===== src/rtl/ahb_pkg.sv =====
// Shared AHB-Lite definitions: transfer-type encodings and master index type.
package ahb_pkg;

  typedef enum logic [1:0] {
    HTRANS_IDLE   = 2'b00,
    HTRANS_BUSY   = 2'b01,
    HTRANS_NONSEQ = 2'b10,
    HTRANS_SEQ    = 2'b11
  } htrans_e;

  // Index of one of the two masters.
  typedef logic mst_idx_t;

  // The competing master in a two-master system.
  function automatic mst_idx_t other_master(input mst_idx_t m);
    return ~m;
  endfunction

endpackage


===== src/rtl/ahblite_arb2_hold.sv =====
// Per-master address/control hold register with its pending flag.
module ahblite_arb2_hold (
  input  logic        clk_i,
  input  logic        srst_i,
  input  logic        capture_i,
  input  logic        clear_i,
  input  logic [31:0] haddr_i,
  input  logic        hwrite_i,
  input  logic [2:0]  hsize_i,
  output logic        pend_o,
  output logic [31:0] haddr_o,
  output logic        hwrite_o,
  output logic [2:0]  hsize_o
);

  logic        pend_q,  pend_d;
  logic [31:0] addr_q,  addr_d;
  logic        write_q, write_d;
  logic [2:0]  size_q,  size_d;

  // Capture a deferred address phase, or retire it once it is granted.
  always_comb begin
    pend_d  = pend_q;
    addr_d  = addr_q;
    write_d = write_q;
    size_d  = size_q;
    if (capture_i) begin
      pend_d  = 1'b1;
      addr_d  = haddr_i;
      write_d = hwrite_i;
      size_d  = hsize_i;
    end else if (clear_i) begin
      pend_d  = 1'b0;
    end
  end

  // State register with synchronous reset.
  always_ff @(posedge clk_i) begin
    if (srst_i) begin
      pend_q  <= 1'b0;
      addr_q  <= '0;
      write_q <= 1'b0;
      size_q  <= '0;
    end else begin
      pend_q  <= pend_d;
      addr_q  <= addr_d;
      write_q <= write_d;
      size_q  <= size_d;
    end
  end

  assign pend_o   = pend_q;
  assign haddr_o  = addr_q;
  assign hwrite_o = write_q;
  assign hsize_o  = size_q;

endmodule


===== src/rtl/ahblite_arb2.sv =====
// Two-master AHB-Lite arbiter: zero-latency grant of live requests, losers
// parked in hold registers and replayed as NONSEQ when granted.
module ahblite_arb2
  import ahb_pkg::*;
#(
  parameter int RR_EN = 1
) (
  input  logic        HCLK,
  input  logic        HRESET,
  input  logic [31:0] HADDR_M0,
  input  logic [1:0]  HTRANS_M0,
  input  logic        HWRITE_M0,
  input  logic [2:0]  HSIZE_M0,
  input  logic [31:0] HWDATA_M0,
  input  logic [31:0] HADDR_M1,
  input  logic [1:0]  HTRANS_M1,
  input  logic        HWRITE_M1,
  input  logic [2:0]  HSIZE_M1,
  input  logic [31:0] HWDATA_M1,
  output logic [31:0] HRDATA_M0,
  output logic [31:0] HRDATA_M1,
  output logic        HREADY_M0,
  output logic        HREADY_M1,
  output logic [31:0] HADDR,
  output logic [1:0]  HTRANS,
  output logic        HWRITE,
  output logic [2:0]  HSIZE,
  output logic [31:0] HWDATA,
  input  logic        HREADY,
  input  logic [31:0] HRDATA,
  output logic        HMASTER
);

  logic [31:0] m_addr  [2];
  logic [1:0]  m_trans [2];
  logic        m_write [2];
  logic [2:0]  m_size  [2];
  logic [31:0] h_addr  [2];
  logic        h_write [2];
  logic [2:0]  h_size  [2];
  logic [1:0]  pend, live, req, capture, clear;

  mst_idx_t    gnt;
  logic        gnt_valid;
  logic        sel_pend;

  mst_idx_t    last_q, last_d;
  mst_idx_t    hmaster_q, hmaster_d;
  logic        dp_valid_q, dp_valid_d;
  mst_idx_t    dp_owner_q, dp_owner_d;
  logic [31:0] bus_addr_q, bus_addr_d;
  logic        bus_write_q, bus_write_d;
  logic [2:0]  bus_size_q, bus_size_d;

  assign m_addr[0]  = HADDR_M0;
  assign m_addr[1]  = HADDR_M1;
  assign m_trans[0] = HTRANS_M0;
  assign m_trans[1] = HTRANS_M1;
  assign m_write[0] = HWRITE_M0;
  assign m_write[1] = HWRITE_M1;
  assign m_size[0]  = HSIZE_M0;
  assign m_size[1]  = HSIZE_M1;

  genvar gi;
  generate
    for (gi = 0; gi < 2; gi++) begin : g_mst
      // BUSY and IDLE have HTRANS[1]=0 and therefore never request.
      assign live[gi]    = m_trans[gi][1] & ~pend[gi];
      assign req[gi]     = pend[gi] | live[gi];
      assign capture[gi] = live[gi] & ~(gnt_valid & (gnt == 1'(gi)));
      assign clear[gi]   = pend[gi] & gnt_valid & (gnt == 1'(gi));

      ahblite_arb2_hold u_hold (
        .clk_i     (HCLK),
        .srst_i    (HRESET),
        .capture_i (capture[gi]),
        .clear_i   (clear[gi]),
        .haddr_i   (m_addr[gi]),
        .hwrite_i  (m_write[gi]),
        .hsize_i   (m_size[gi]),
        .pend_o    (pend[gi]),
        .haddr_o   (h_addr[gi]),
        .hwrite_o  (h_write[gi]),
        .hsize_o   (h_size[gi])
      );
    end
  endgenerate

  // Pick the winner; no grant is issued while the bus is stalled.
  always_comb begin
    gnt = 1'b0;
    if (req[0] & req[1]) begin
      gnt = (RR_EN != 0) ? other_master(last_q) : 1'b0;
    end else if (req[1]) begin
      gnt = 1'b1;
    end
    gnt_valid = HREADY & (|req);
  end

  // Address-phase mux: live path is combinational, pending path replays the hold.
  always_comb begin
    sel_pend = pend[gnt];
    HTRANS   = HTRANS_IDLE;
    HADDR    = bus_addr_q;
    HWRITE   = bus_write_q;
    HSIZE    = bus_size_q;
    if (gnt_valid) begin
      if (sel_pend) begin
        HTRANS = HTRANS_NONSEQ;
        HADDR  = h_addr[gnt];
        HWRITE = h_write[gnt];
        HSIZE  = h_size[gnt];
      end else begin
        HTRANS = m_trans[gnt];
        HADDR  = m_addr[gnt];
        HWRITE = m_write[gnt];
        HSIZE  = m_size[gnt];
        // A burst continuation cannot be SEQ on a bus just handed to a new owner.
        if ((m_trans[gnt] == HTRANS_SEQ) && (gnt != hmaster_q)) begin
          HTRANS = HTRANS_NONSEQ;
        end
      end
    end
  end

  // Next state for ownership, data phase and held bus control.
  always_comb begin
    last_d      = last_q;
    hmaster_d   = hmaster_q;
    dp_valid_d  = dp_valid_q;
    dp_owner_d  = dp_owner_q;
    bus_addr_d  = bus_addr_q;
    bus_write_d = bus_write_q;
    bus_size_d  = bus_size_q;
    if (HREADY) begin
      dp_valid_d = gnt_valid;
      if (gnt_valid) begin
        last_d      = gnt;
        hmaster_d   = gnt;
        dp_owner_d  = gnt;
        bus_addr_d  = HADDR;
        bus_write_d = HWRITE;
        bus_size_d  = HSIZE;
      end
    end
  end

  // State register; pointer starts at M1 so M0 wins the first contention.
  always_ff @(posedge HCLK) begin
    if (HRESET) begin
      last_q      <= 1'b1;
      hmaster_q   <= 1'b0;
      dp_valid_q  <= 1'b0;
      dp_owner_q  <= 1'b0;
      bus_addr_q  <= '0;
      bus_write_q <= 1'b0;
      bus_size_q  <= '0;
    end else begin
      last_q      <= last_d;
      hmaster_q   <= hmaster_d;
      dp_valid_q  <= dp_valid_d;
      dp_owner_q  <= dp_owner_d;
      bus_addr_q  <= bus_addr_d;
      bus_write_q <= bus_write_d;
      bus_size_q  <= bus_size_d;
    end
  end

  assign HMASTER   = gnt_valid ? gnt : hmaster_q;
  assign HWDATA    = dp_owner_q ? HWDATA_M1 : HWDATA_M0;
  assign HRDATA_M0 = HRDATA;
  assign HRDATA_M1 = HRDATA;
  assign HREADY_M0 = (dp_valid_q && (dp_owner_q == 1'b0)) ? HREADY : ~pend[0];
  assign HREADY_M1 = (dp_valid_q && (dp_owner_q == 1'b1)) ? HREADY : ~pend[1];

endmodule


===== config.mk =====
export PLATFORM = sky130hd
export DESIGN_NAME = ahblite_arb2
export DESIGN_NICKNAME = d
export VERILOG_FILES = /design/src/rtl/ahb_pkg.sv /design/src/rtl/ahblite_arb2_hold.sv /design/src/rtl/ahblite_arb2.sv
export SDC_FILE = /design/constraint.sdc
export NUM_CORES = 1
export LEC_CHECK = 0
export CAP_MARGIN = 20
export CORE_MARGIN = 1
export CORE_UTILIZATION = 41
export CTS_CLUSTER_DIAMETER = 40
export DETAILED_ROUTE_END_ITERATION = 12
export GPL_ROUTABILITY_DRIVEN = 0
export PLACE_DENSITY = 0.81
export SYNTH_ARGS = -nofsm -noshare
export SYNTH_HDL_FRONTEND = slang
export SYNTH_HIERARCHICAL = 1
export SYNTH_SLANG_ARGS = --single-unit

===== constraint.sdc =====
create_clock -name HCLK -period 2 [get_ports HCLK]
set_input_delay 0.4 -clock HCLK [delete_from_list [all_inputs] [get_ports HCLK]]
set_output_delay 0.4 -clock HCLK [all_outputs]
set_load 0.01 [all_outputs]

Word-level counts from Yosys, hierarchy flattened. Index checks and enable logic that the tools add are counted.

Flip-flop bits (word level): 114. Input bits: 175.

$lt $le $gt $ge: 2. Equal/unequal tests: 2. Mux-type cells: 42. Bitwise logic cells: 22. Reduce and logical (&&, ||, !) cells: 7.

Operator list (count): 32-bit 2-to-1 mux (9); 3-bit 2-to-1 mux (8); 1-bit 2-to-1 mux (19); 1-bit bitwise AND (12); 2-bit 2-to-1 mux (6); 1-bit NOT (7); 2-bit nonzero test (2); 1-bit logical AND (3); 2-bit == test, second input constant (1); 2-bit >= comparator, second input constant (1); 1-bit by 2-bit less-than comparator with 1-bit output, second input constant (1); 1-bit NOT with 2-bit output (1); 1-bit OR (2); 2-bit AND reduction (1); 2-bit OR reduction (1); 1-bit != test (1).

Longest topological paths before layout.
Depth after elaboration: 14. Mapped depth: 8.

By module. The synthesis kept the hierarchy.

By module, submodules not included: ahblite_arb2 (instances 1, cells an instance 431, area each 3768.6 µm²); ahblite_arb2_hold (instances 2, cells an instance 120, area each 1341.3 µm²).

Worst setup path before layout. No wires, ideal clock.

Path kind: input to output. Start point: input HTRANS_M0[1]. End point: output HADDR[0]. Arrival time: 1.475 ns. Required time: 1.600 ns. Slack: 0.125 ns. Stages: 6. Path buffers: 2. Cells stage by stage: or2_1 buf_2 o31ai_4 clkbuf_1 nand2_1 o221ai_1.

Longest elaborated chain between the ends: 10.

Ends and longest elaborated chain: from (decl) (RTL line ahblite_arb2.sv:11) `input logic [1:0] HTRANS_M0,`; 1-bit bitwise AND * (RTL line ahblite_arb2.sv:68) `assign live[gi] = m_trans[gi][1] & ~pend[gi];`; 1-bit OR * (RTL line ahblite_arb2.sv:69) `assign req[gi] = pend[gi] | live[gi];`; 1-bit bitwise AND (RTL line ahblite_arb2.sv:92) `if (req[0] & req[1]) begin`; 1-bit 2-to-1 mux (RTL line ahblite_arb2.sv:92); 1-bit NOT with 2-bit output (implied by the code) (RTL line ahblite_arb2.sv:110, ahblite_arb2.sv:115); 32-bit 2-to-1 mux (on tied branches) (3 in series) (RTL line ahblite_arb2.sv:115, ahblite_arb2.sv:110); 32-bit 2-to-1 mux (RTL line ahblite_arb2.sv:108) `if (sel_pend) begin`; 32-bit 2-to-1 mux * (RTL line ahblite_arb2.sv:107) `if (gnt_valid) begin`; to (decl) (RTL line ahblite_arb2.sv:24) `output logic [31:0] HADDR,`.

Every way passes the cells marked *; elsewhere a longest branch is shown, timed or not. The select of a mux whose other input is x is not followed.

Worst setup path after layout.
Start point: register g_mst[0].u_hold.pend_q. End point: output HADDR[25].

Longest elaborated chain between the ends: 11.

Ends and longest elaborated chain: from (decl) (RTL line ahblite_arb2_hold.sv:16) `logic pend_q, pend_d;`; from (signal assigned) (RTL line ahblite_arb2_hold.sv:45) `pend_q <= pend_d;`; 1-bit NOT (RTL line ahblite_arb2.sv:68); 1-bit bitwise AND (RTL line ahblite_arb2.sv:68); 1-bit OR (RTL line ahblite_arb2.sv:69); 1-bit bitwise AND (RTL line ahblite_arb2.sv:92); 1-bit 2-to-1 mux (RTL line ahblite_arb2.sv:92); 1-bit NOT with 2-bit output (implied by the code) (RTL line ahblite_arb2.sv:110, ahblite_arb2.sv:115); 32-bit 2-to-1 mux (on tied branches) (3 in series) (RTL line ahblite_arb2.sv:115, ahblite_arb2.sv:110); 32-bit 2-to-1 mux (RTL line ahblite_arb2.sv:108); 32-bit 2-to-1 mux * (RTL line ahblite_arb2.sv:107).

Marks and branches as above.

==> results.ini <==
[run_status]
status=complete, but fails checks
violations=setup timing

[power]
seqPwrFrac=0.282
clkPwrFrac=0.362
intPower_uw=6630
power_density_nw_per_um2=795
p_sw_frac=0.279
switchingPower_uw=2570
combPwrFrac=0.356
p_leak_uw=0.00469
ir_worst_vdd_mv=0.720

[synthesis]
syn_inst=671
yosysTopAreaCell=dfxtp_1
synth_top_family_by_area=multiplexers
yosys-top-cells-area=dfxtp_1 35%, mux2i_1 22%, o221ai_1 9.8%
synth_mux_area_frac=0.279
synthArstFlopShare=0
synth_compound_area_frac=0.121
synth_fp_nets=846
synth_fa_ha_area_frac=0
synth_simple_gate_area_frac=0.108
synth-edff-count=0
syn_area_per_cell_um2=9.61
synthFlopType=dfxtp_1
synth.distinct_cells=36
seq_area_frac_synth=0.354
yosysWarningCount=6
synth_xor_area_frac=0
syn_area_um2=6450
synth_top_area_frac=0.354
synth_seq_cells=114

[cells_and_area]
antenna_cells=0
multiInputGateArea_um2=4290
area_growth_pct=79.2
fin_nets=1161
drive_gt1_frac=0.457
n_fill_cell=979
finalCoreUtilization=0.758
final-seq-area_um2=2290

[worst_setup_path]
worst_ep_arrival_time_ns=2.13
startpoint_type=flip-flop
crit_path_max_fanout=7
worst_ep_required_time_ns=1.60
rr_worst_depth=12
r2r_slack_ns=-0.07
path_class=flip-flop to output port
endpoint_kind=output port

[hold_path]
hold_depth=2
hold_class=input port to flip-flop

[clock_network]
cts_tree=yes
clkTransAtPathRegs_ns=0.05
cts_sinks=114
postCtsHoldBufs=0
insertion_delay_ns=0.41
clock_tree.root_cell=clkbuf_16
numCtsBuffers=17
cts_buffer_depth=2
h-tree-depth=4

[grt]
grtUsageTotal=0.297
grt_max_degree=44
grt_pass1_wl_um=36700
antenna_found_initial=0
grt_pass1_vias=6730
grt_remaining_overflow=0

[job]
cap_violations=0

[timing]
finClkSkew_ns=0.00526
post-route-period-util=1.27
setup_viol=40
hold_violations=0
fmax_ghz=0.395
slew_viol_final=0
setup_slack_ns=-0.530
relSlewSlack=0.677
fin_crit_ns=2.53
tns_ns=-17.12
fin_hold_ws_ns=0.250
rsz0062_at_grt=true
worst_pin_slew_ns=0.485

[floorplan]
die_area_um2=16200
core_um2=15300
ioPinCount=312
rows=45
die_y_um=127
dieWidth_um=127
start_util=0.423

[route]
drt_iter0_markers=311
num_vias=6523
wl_per_cell_um=21.2
dr.pass1.iters=5
drt_drc_violations_left=0
drtAntennaViolNets=0
via_per_inst=5.39
drt_wl_total_um=25600

[placement]
dp_hpwl_um=14200
portBuffers=215

## worst paths after layout
kind                                              from                     endpoint
worst max-delay path            g_mst[0].u_hold/pend_o                    HADDR[25]
worst min-delay path                            HRESET  g_mst[0].u_hold/haddr_o[18]
worst max register to register  g_mst[0].u_hold/pend_o               bus_addr_q[18]
worst min register to register          bus_addr_q[22]               bus_addr_q[22]
## routing by layer
| metal | vias up | GRT usage | part of all wire |
|---|---|---|---|
| met4 | 0 | 0.129 | 0.030 |
| met1 | 3194 | 0.346 | 0.40 |
| met2 | 262 | 0.520 | 0.51 |
| met3 | 63 | 0.0699 | 0.064 |
| li1 | 3004 | - | - |
| met5 | - | 0 | 0 |
## per-stage QoR
step / power [uW] / instances / area [um^2] / worst slack (ns)
floorplan: 3780 / 671 / 6450 / 0.125
global placement: 4710 / 1073 / 8880 / -0.976
CTS: 8770 / 1193 / 10900 / -0.607
detailed placement: 4750 / 1073 / 8880 / -1.04
global route: 9500 / 1210 / 11600 / -0.592
finish: 9190 / 1210 / 11600 / -0.530
## power by group through the flow
stage | logic [uW] | clock network (uW) | registers (uW)
finish | 3280 | 3330 | 2590
global route | 3430 | 3470 | 2610
detailed placement | 2170 | 0 | 2580
floorplan | 1210 | 0 | 2560
CTS | 2850 | 3350 | 2560
global placement | 2130 | 0 | 2580
## worst max-delay path, stage by stage (launching register included)
cell and delay, ns:
dfxtp_4 0.36, buf_12 0.12, o22ai_4 0.23, buf_12 0.16, buf_12 0.11, buf_12 0.14, buf_12 0.12, mux2i_4 0.23
o221ai_2 0.11, buf_2 0.15
## registers in the layout, summed over array words and instances, names as in the netlist
register               flops
bus_size_q                 3
dp_owner_q                 1
bus_write_q                1
bus_addr_q                32
hmaster_q                  1
g_mst.u_hold/pend_o        2
g_mst.u_hold/haddr_o      64
last_q                     1
g_mst.u_hold/hwrite_o      2
dp_valid_q                 1
g_mst.u_hold/hsize_o       6
## cell usage after synthesis, types with 2 or more instances
cell      instances
buf_4            64
o221ai_1         72
or2_1             2
buf_2             9
clkbuf_1         17
buf_1             6
buf_12            6
nor3b_1           2
and3_1            2
a21oi_1           9
inv_1             3
nand2b_1          4
dfxtp_1         114
mux2i_1         144
o21ai_0           4
buf_6            13
nand2_1          78
mux2_2           32
nor2_1           73
## repair_timing
item	CTS	global route
endpoints found under the setup margin	111	105
cloned	6	2
setup buffers	86	31
resized for setup	430	121
pin swaps	28	16
## final cells by class
cell class	count	share of cell area
timing repair buffer	411	0.350
multi-input combinational	438	0.371
tap	211	0.0228
inverter	4	0.00173
clock buffer	24	0.0434
clock inverter	8	0.0127
sequential	114	0.198
## cells in the final DEF (no fill, tap or decap), drive strengths merged, types with 2 or more instances in the layout
| cell type | instances |
|---|---|
| nor3b | 2 |
| clkinv | 2 |
| nand2 | 79 |
| o21ai | 5 |
| bufinv | 4 |
| inv | 5 |
| clkdlybuf4s50 | 139 |
| dfxtp | 114 |
| mux2 | 32 |
| mux2i | 144 |
| a21boi | 2 |
| and3 | 2 |
| nand2b | 4 |
| nor2 | 74 |
| a21oi | 9 |
| o221ai | 72 |
| clkbuf | 41 |
| or2 | 2 |
| buf | 252 |
## cell families after synthesis
kind of cell / Yosys count
multiplexers: 176
AND/OR/NAND/NOR: 168
buffers and inverters: 119
flip-flops: 114
AO/OA/AOI/OAI: 94
Power figures use the tool's default switching activity.
